--- config.mk ---
export PLATFORM = sky130hd
export DESIGN_NAME = modrm_operand_decoder
export DESIGN_NICKNAME = d
export VERILOG_FILES = /design/src/rtl/modrm_operand_decoder.sv
export SDC_FILE = /design/constraint.sdc
export NUM_CORES = 1
export LEC_CHECK = 0
export BUFFER_PORTS_ARGS = -buffer_cell sky130_fd_sc_hd__buf_2
export CAP_MARGIN = 0
export CORE_ASPECT_RATIO = 1.2
export CORE_MARGIN = 2
export CORE_UTILIZATION = 49
export DETAILED_ROUTE_END_ITERATION = 10
export PLACE_DENSITY = 0.76
export SLEW_MARGIN = 30
export SYNTH_ARGS = -nofsm -noshare
export SYNTH_HDL_FRONTEND = slang
export SYNTH_SLANG_ARGS = --single-unit
export TNS_END_PERCENT = 50
--- constraint.sdc ---
create_clock -name clk -period 3.6 [get_ports clk]
set_input_delay 0.54 -clock clk [delete_from_list [all_inputs] [get_ports clk]]
set_output_delay 0.54 -clock clk [all_outputs]
set_load 0.03 [all_outputs]
--- src/rtl/modrm_operand_decoder.sv ---
// -----------------------------------------------------------------------------
// modrm_operand_decoder
//
// Sequential ModR/M decoder between the instruction prefetch FIFO and the
// general-purpose register file. It pops the ModR/M byte plus any 8/16-bit
// displacement, drives the register-file read selects for the base and index
// registers, forms the 16-bit effective address (base + index + disp, mod 2^16)
// and reports the operand fields to the microcode sequencer.
//
// Handshake: start is accepted only in IDLE (busy=0). A decode ends with a
// single-cycle complete pulse; the result outputs become valid with it and are
// held until the next complete or reset. flush aborts any decode with no pulse.
// A FIFO byte is consumed exactly in a cycle where fifo_rd_en=1.
//
// Ports:
//   clk, reset_n          clock, asynchronous active-low reset
//   start, flush          begin a decode (IDLE only) / synchronous abort
//   fifo_empty            prefetch FIFO has no byte available
//   fifo_rd_data [7:0]    FIFO head byte
//   fifo_rd_en            pop the FIFO head this cycle (combinational)
//   rd_sel [1:0][2:0]     register-file read selects, [0]=base, [1]=index
//   rd_val [1:0][15:0]    register-file read data, one cycle after rd_sel
//   busy, complete        decode in progress / one-cycle result strobe
//   mod_field, reg_field, rm_field, rm_is_reg, bp_as_base, effective_address
//                         registered decode results
//   state_dbg [2:0]       current FSM state, for observation only
// -----------------------------------------------------------------------------
module modrm_operand_decoder (
    input  logic             clk,
    input  logic             reset_n,
    input  logic             start,
    input  logic             flush,
    input  logic             fifo_empty,
    input  logic [7:0]       fifo_rd_data,
    output logic             fifo_rd_en,
    output logic [1:0][2:0]  rd_sel,
    input  logic [1:0][15:0] rd_val,
    output logic             busy,
    output logic             complete,
    output logic [1:0]       mod_field,
    output logic [2:0]       reg_field,
    output logic [2:0]       rm_field,
    output logic             rm_is_reg,
    output logic             bp_as_base,
    output logic [15:0]      effective_address,
    output logic [2:0]       state_dbg
);

    typedef enum logic [2:0] {
        IDLE          = 3'd0,
        FETCH_MODRM   = 3'd1,
        FETCH_DISP_LO = 3'd2,
        FETCH_DISP_HI = 3'd3,
        WAIT_REGS     = 3'd4,
        CALC          = 3'd5
    } state_t;

    localparam logic [2:0] REG_BX = 3'd3;
    localparam logic [2:0] REG_BP = 3'd5;
    localparam logic [2:0] REG_SI = 3'd6;
    localparam logic [2:0] REG_DI = 3'd7;

    state_t state_q, state_d;

    // Working copy of the instruction bytes for the decode in flight.
    logic [1:0]  mod_q;
    logic [2:0]  reg_q, rm_q;
    logic [7:0]  disp_lo_q, disp_hi_q;

    // Result registers, updated only in CALC.
    logic [1:0]  mod_field_q;
    logic [2:0]  reg_field_q, rm_field_q;
    logic        rm_is_reg_q, bp_as_base_q, complete_q;
    logic [15:0] ea_q;

    // Addressing-mode decode of the captured fields.
    logic        is_mem, is_direct, base_used, index_used, uses_bp;
    logic [2:0]  base_reg, index_reg;
    logic [15:0] disp, base_term, index_term, ea_calc;

    // ---------------- next-state / FIFO pop ----------------
    always_comb begin
        state_d    = state_q;
        fifo_rd_en = 1'b0;
        case (state_q)
            IDLE: begin
                if (start) state_d = FETCH_MODRM;
            end
            FETCH_MODRM: begin
                fifo_rd_en = !fifo_empty;
                if (!fifo_empty) begin
                    if (fifo_rd_data[7:6] == 2'b11)
                        state_d = CALC;
                    else if (fifo_rd_data[7:6] != 2'b00 || fifo_rd_data[2:0] == 3'b110)
                        state_d = FETCH_DISP_LO;
                    else
                        state_d = WAIT_REGS;
                end
            end
            FETCH_DISP_LO: begin
                fifo_rd_en = !fifo_empty;
                if (!fifo_empty) state_d = (mod_q == 2'b01) ? CALC : FETCH_DISP_HI;
            end
            FETCH_DISP_HI: begin
                fifo_rd_en = !fifo_empty;
                if (!fifo_empty) state_d = CALC;
            end
            WAIT_REGS: state_d = CALC;
            CALC:      state_d = IDLE;
            default:   state_d = IDLE;
        endcase
        // Abort beats everything, including the pop of the current head byte.
        if (flush) begin
            state_d    = IDLE;
            fifo_rd_en = 1'b0;
        end
    end

    // ---------------- operand decode ----------------
    always_comb begin
        is_mem     = (mod_q != 2'b11);
        is_direct  = (mod_q == 2'b00) && (rm_q == 3'b110);
        // rm=100/101 have no base; rm=11x have no index.
        base_used  = is_mem && !is_direct && (rm_q[2:1] != 2'b10);
        index_used = is_mem && (rm_q[2:1] != 2'b11);
        uses_bp    = (rm_q == 3'b010) || (rm_q == 3'b011) || (rm_q == 3'b110);
        base_reg   = uses_bp ? REG_BP : REG_BX;
        index_reg  = rm_q[0] ? REG_DI : REG_SI;

        rd_sel[0] = 3'd0;
        rd_sel[1] = 3'd0;
        if (state_q != IDLE) begin
            if (base_used)  rd_sel[0] = base_reg;
            if (index_used) rd_sel[1] = index_reg;
        end

        case (mod_q)
            2'b01:   disp = {{8{disp_lo_q[7]}}, disp_lo_q};
            2'b10:   disp = {disp_hi_q, disp_lo_q};
            2'b00:   disp = is_direct ? {disp_hi_q, disp_lo_q} : 16'd0;
            default: disp = 16'd0;
        endcase

        // Unused components are masked so stale rd_val never leaks in.
        base_term  = base_used  ? rd_val[0] : 16'd0;
        index_term = index_used ? rd_val[1] : 16'd0;
        ea_calc    = base_term + index_term + disp;
    end

    // ---------------- state and data registers ----------------
    always_ff @(posedge clk or negedge reset_n) begin
        if (!reset_n) begin
            state_q      <= IDLE;
            mod_q        <= 2'd0;
            reg_q        <= 3'd0;
            rm_q         <= 3'd0;
            disp_lo_q    <= 8'd0;
            disp_hi_q    <= 8'd0;
            mod_field_q  <= 2'd0;
            reg_field_q  <= 3'd0;
            rm_field_q   <= 3'd0;
            rm_is_reg_q  <= 1'b0;
            bp_as_base_q <= 1'b0;
            ea_q         <= 16'd0;
            complete_q   <= 1'b0;
        end else begin
            state_q <= state_d;
            if (fifo_rd_en) begin
                case (state_q)
                    FETCH_MODRM: begin
                        mod_q <= fifo_rd_data[7:6];
                        reg_q <= fifo_rd_data[5:3];
                        rm_q  <= fifo_rd_data[2:0];
                    end
                    FETCH_DISP_LO: disp_lo_q <= fifo_rd_data;
                    FETCH_DISP_HI: disp_hi_q <= fifo_rd_data;
                    default: ;
                endcase
            end
            complete_q <= (state_q == CALC) && !flush;
            if (state_q == CALC && !flush) begin
                mod_field_q  <= mod_q;
                reg_field_q  <= reg_q;
                rm_field_q   <= rm_q;
                rm_is_reg_q  <= !is_mem;
                bp_as_base_q <= base_used && uses_bp;
                ea_q         <= ea_calc;
            end
        end
    end

    assign busy              = (state_q != IDLE);
    assign complete          = complete_q;
    assign mod_field         = mod_field_q;
    assign reg_field         = reg_field_q;
    assign rm_field          = rm_field_q;
    assign rm_is_reg         = rm_is_reg_q;
    assign bp_as_base        = bp_as_base_q;
    assign effective_address = ea_q;
    assign state_dbg         = state_q;

endmodule
# After elaboration in Yosys (flattened, before gate mapping)
# Cells that the tools add are included.
# classes
add_sub_neg	2
n_eq_ne	19
n_mux	20
n_reduce_logical	22
# op_table
operator	n
two-way mux 16 bit	3
one-hot mux 16 bit (3 select lines)	1
two-way mux 3 bit	11
adder 16 bit	2
one-hot mux 3 bit (5 select lines)	1
equality test 3 x 2 -> 1 bit (second input constant)	4
equality test 3 bit (second input constant)	4
!= test 3 bit (second input constant)	4
logical AND 1 bit	6
two-way mux 6 bit	1
!= test 2 bit (second input constant)	3
AND reduction 2 bit	3
equality test 2 bit (second input constant)	2
zero test 1 bit	4
AND reduction 4 bit	1
equality test 3 x 1 -> 1 bit (second input constant)	1
zero test 3 bit	1
logical OR 1 bit	3
two-way mux 1 bit	3
nonzero test 3 bit	1
OR reduction 3 bit	1
equality test 2 x 1 -> 1 bit (second input constant)	1
zero test 2 bit	1
nonzero test 2 bit	1
# word_totals
reg_bits	54
input_bits	45
word_cells	76

# Longest topological paths before layout
# logic_depth
word_depth	8
mapped_depth	17
ltp_nobuf	16

# Worst setup path before layout
# Ideal clock, no wire load.
# synth_timing
path_type	register to register
startpoint	reg mod_q[1]
endpoint	reg ea_q[9] (netlist: effective_address[9])
setup_ns	0.069
arrival_ns	3.421
t_required_ns	3.531
slack_ns	0.110
path_stages_with_launch	18
path_cell_list	dfrtp_1 > buf_2 > a31oi_1 > nor2_1 > or2_1 > clkbuf_1 > nand2_1 > fa_1 > inv_1 > ha_1 > inv_1 > fa_1 > nor2b_1 > o31a_1 > o21ai_1 > a21boi_1 > or4_1 > nand3_1
# synth_between
elab_chain_len	8
# synth_lines
element	line	rtl
from (decl)	66	logic [1:0] mod_q;
from (signal assigned)	171	mod_q <= fifo_rd_data[7:6];
zero test 2 bit	122, 137	
logical AND 1 bit	122	is_direct = (mod_q == 2'b00) && (rm_q == 3'b110);
zero test 1 bit	124	base_used = is_mem && !is_direct && (rm_q[2:1] != 2'b10);
logical AND 1 bit (2 in a row)	124	
two-way mux 16 bit	145	base_term = base_used ? rd_val[0] : 16'd0;
adder 16 bit	147	ea_calc = base_term + index_term + disp;
adder 16 bit *	147	
to (signal assigned)	187	ea_q <= ea_calc;
to (decl)	74	logic [15:0] ea_q;
# Mark *: on every way between the ends. The rest lies on a longest branch, timed or not.
# A chain may end at the register's enable or synchronous reset.

# Worst setup path after layout
# layout_timing
startpoint	reg rm_q[0]
endpoint	reg ea_q[9] (netlist: effective_address[9])
# layout_between
elab_chain_len	8
# layout_lines
element	line	rtl
from (decl)	67	logic [2:0] reg_q, rm_q;
from (signal assigned)	173	rm_q <= fifo_rd_data[2:0];
equality test 3 bit *	122	
logical AND 1 bit *	122	
zero test 1 bit	124	
logical AND 1 bit (2 in a row)	124	
two-way mux 16 bit	145	
adder 16 bit	147	
adder 16 bit *	147	
# Marked as above.

==> flow_summary.ini <==
[floorplan]
die_w_um = 82.5
io_pins = 83
die_area_mm2 = 0.00810
initial_core_util = 0.501
core_area_mm2 = 0.00723
die_y_um = 98.2
rows = 34

[clock_tree]
clk_latency_ns = 0.32
clk_path_buf_depth = 2
tritoncts = done
cts_sinks = 54
clk_pin_slew_ns = 0.11
cts_inserted_buffers = 5
cts_root_buf = clkbuf_8
htreeDepth = 2

[worst_setup_path]
critPathKind = flip-flop to flip-flop
slowest_delay_ns = 0.47
crit_chain = buf_4 > o31ai_4 > a21boi_2 > buf_4 > and2_1 > fa_1 > ha_1 > inv_1 > fa_1 > nor2b_1 > o31a_1 > o21ai_2 > a21boi_1 > or4_1 > nand3_1
slowest_stage = or4_1
crit_required_ns = 3.85
crit_buf_inv = 3
cp_max_fo = 7
critPathArrivalTime_ns = 3.67
startpoint_type = flip-flop
end_kind = flip-flop
crit_family = adder cells

[worst_hold_path]
hp-class = input port to async pin

[synthesis]
synth-main-ff-cell = dfrtp_1
ys_seq_elements = 54
synth_edf_count = 0
synth_cell_types = 56
synth_warnings = 0
synth.net_count = 471
netlist_top_cells_area = dfrtp_1 37%, nand2_1 9.5%, fa_1 8.8%
netlist_instances = 396
ys_seq_area_frac = 0.373
synth_top_area_cell = dfrtp_1
syn-cell-area_mm2 = 0.00362
avgSynthCellArea_um2 = 9.15
synthArstFlopShare = 1.00
synth_top_area_share = 0.373

[sta]
skew_ns = 0.0159
hold_viol = 0
rsz0062_at_grt = no
post-route-period-util = 0.948
slew_headroom = 0.582
fmax_mhz = 293
worstMarginPinSlew_ns = 0.627
slew_violations = 0
setup-violations-final = 0
finalSetupTns_ns = 0
finalCriticalPeriod_ns = 3.41

[pwr]
p_leak_nw = 2.39
p_per_area_mw_per_mm2 = 548
peakVddDrop_mv = 0.272

[cells_and_area]
layout_commonest_cell = nand2_1
final_cell_mix = 92 x nand2_1, 81 x buf_2, 50 x dfrtp_1
areaGrowthSynthToFinish_pct = 19.0
layout.nets = 556
layout-drive-gt1-share = 0.255
largest_register_ffs = 16
fin_util = 0.596
antenna_cells = 0

[place]
place.gp.congestion = 0.899
dp.final_hpwl_mm = 6.64
io_buffers = 82

[job]
maxCapViolCount = 0

[grt]
grt-ovfl-total = 0
grt_pass1_vias = 2890
grt_pass1_wl_mm = 13.7
track_usage = 0.218
antenna_found_initial = 0
grt_max_degree = 52

[detailed_routing]
drtAntennaViolNets = 0
wl_per_cell_um = 14.8
wirelength_mm = 8.47
drc = 0
drt_iter0_markers = 110
firstDrtPassIters = 4
vias = 3074
via_per_inst = 5.37

[outcome]
status = finished, final reports clean
layout make-up:
class	instances	area (um2)
fill	641	2920
clock inverter	3	26.3
inverter	35	131
clock buffer	5	68.8
multi-input combinational	288	2090
sequential	54	1360
timing repair buffer	97	526
tap	90	113
logic make-up (layout without fill, tap and decap cells):
family / Yosys count / count (layout) / synth area share
buf+inv: 54 / 140 / 0.0608
flops: 54 / 54 / 0.373
mux: 25 / 25 / 0.0773
simple gates: 146 / 146 / 0.195
fa+ha+maj: 30 / 30 / 0.137
xor+xnor: 9 / 9 / 0.0218
compound gates: 78 / 78 / 0.135
worst reg2reg max path, stage by stage, from the launching register on:
cell and delay [ns]:
dfrtp_2 0.45, buf_4 0.16, o31ai_4 0.22, a21boi_2 0.10, buf_4 0.16, and2_1 0.18, fa_1 0.41, ha_1 0.23
inv_1 0.08, fa_1 0.22, nor2b_1 0.07, o31a_1 0.28, o21ai_2 0.14, a21boi_1 0.10, or4_1 0.47, nand3_1 0.09
cells in the mapped netlist (all sizes together), types with 3 or more instances:
master  count
nand2      92
dfrtp      54
inv        35
o21ai      28
mux2       24
nor2       17
fa         16
a21oi      15
ha         14
buf        13
and2        8
a21o        7
clkbuf      6
xor2        5
a211oi      4
nand4b      4
xnor2       4
nand3       3
nand3b      3
nor3        3
nor3b       3
o211ai      3
o31ai       3
or3         3
report_power, final:
| group | leakage [nW] | switching [W] | total [W] | internal, W |
|---|---|---|---|---|
| registers | 0.737 | 0.0000858 | 0.000772 | 0.000687 |
| logic | 1.61 | 0.000725 | 0.00123 | 0.000504 |
| clock network | 0.0491 | 0.000216 | 0.000359 | 0.000144 |
worst paths after layout:
kind,cells past startpoint,startpoint,to,slack [ns]
worst min register to register,2,reg_q[0],reg_field[0],0.47
worst max register to register,15,rm_q[0],effective_address[9],0.19
min in group clk,2,reg_q[0],reg_field[0],0.47
worst max-delay path,15,rm_q[0],effective_address[9],0.19
worst min-delay path,1,reset_n,reg_field[0],0.23
max in group asynchronous,2,reset_n,reg_q[1],2.87
stage by stage:
| step | area [um2] | hold WS [ns] | power (W) | instances | setup slack, ns |
|---|---|---|---|---|---|
| CTS | 4240 | 0.248 | 0.00231 | 567 | 0.0150 |
| global placement | 4140 | 0.443 | 0.00191 | 559 | 0.227 |
| floorplan | 3620 | 0.244 | 0.00164 | 396 | 0.110 |
| global route | 4310 | 0.281 | 0.00256 | 572 | 0.00162 |
| finish | 4310 | 0.230 | 0.00236 | 572 | 0.187 |
| detailed placement | 4140 | 0.448 | 0.00194 | 559 | 0.0532 |
per-layer routing:
layer  global-route usage  up-vias  part of all wire
met5                    0        -                 0
met4               0.0656        0             0.019
met3               0.0314       12             0.044
met2                0.365       72              0.51
met1                0.291     1496              0.43
li1                     -     1494                 -
timing repair:
item	4_1_cts	5_1_grt
buffers inserted	0	5
gates resized for setup	0	11
hold buffers	0	0
endpoints found under the setup margin	0	8
No activity file was read; power rests on OpenSTA's default activity.
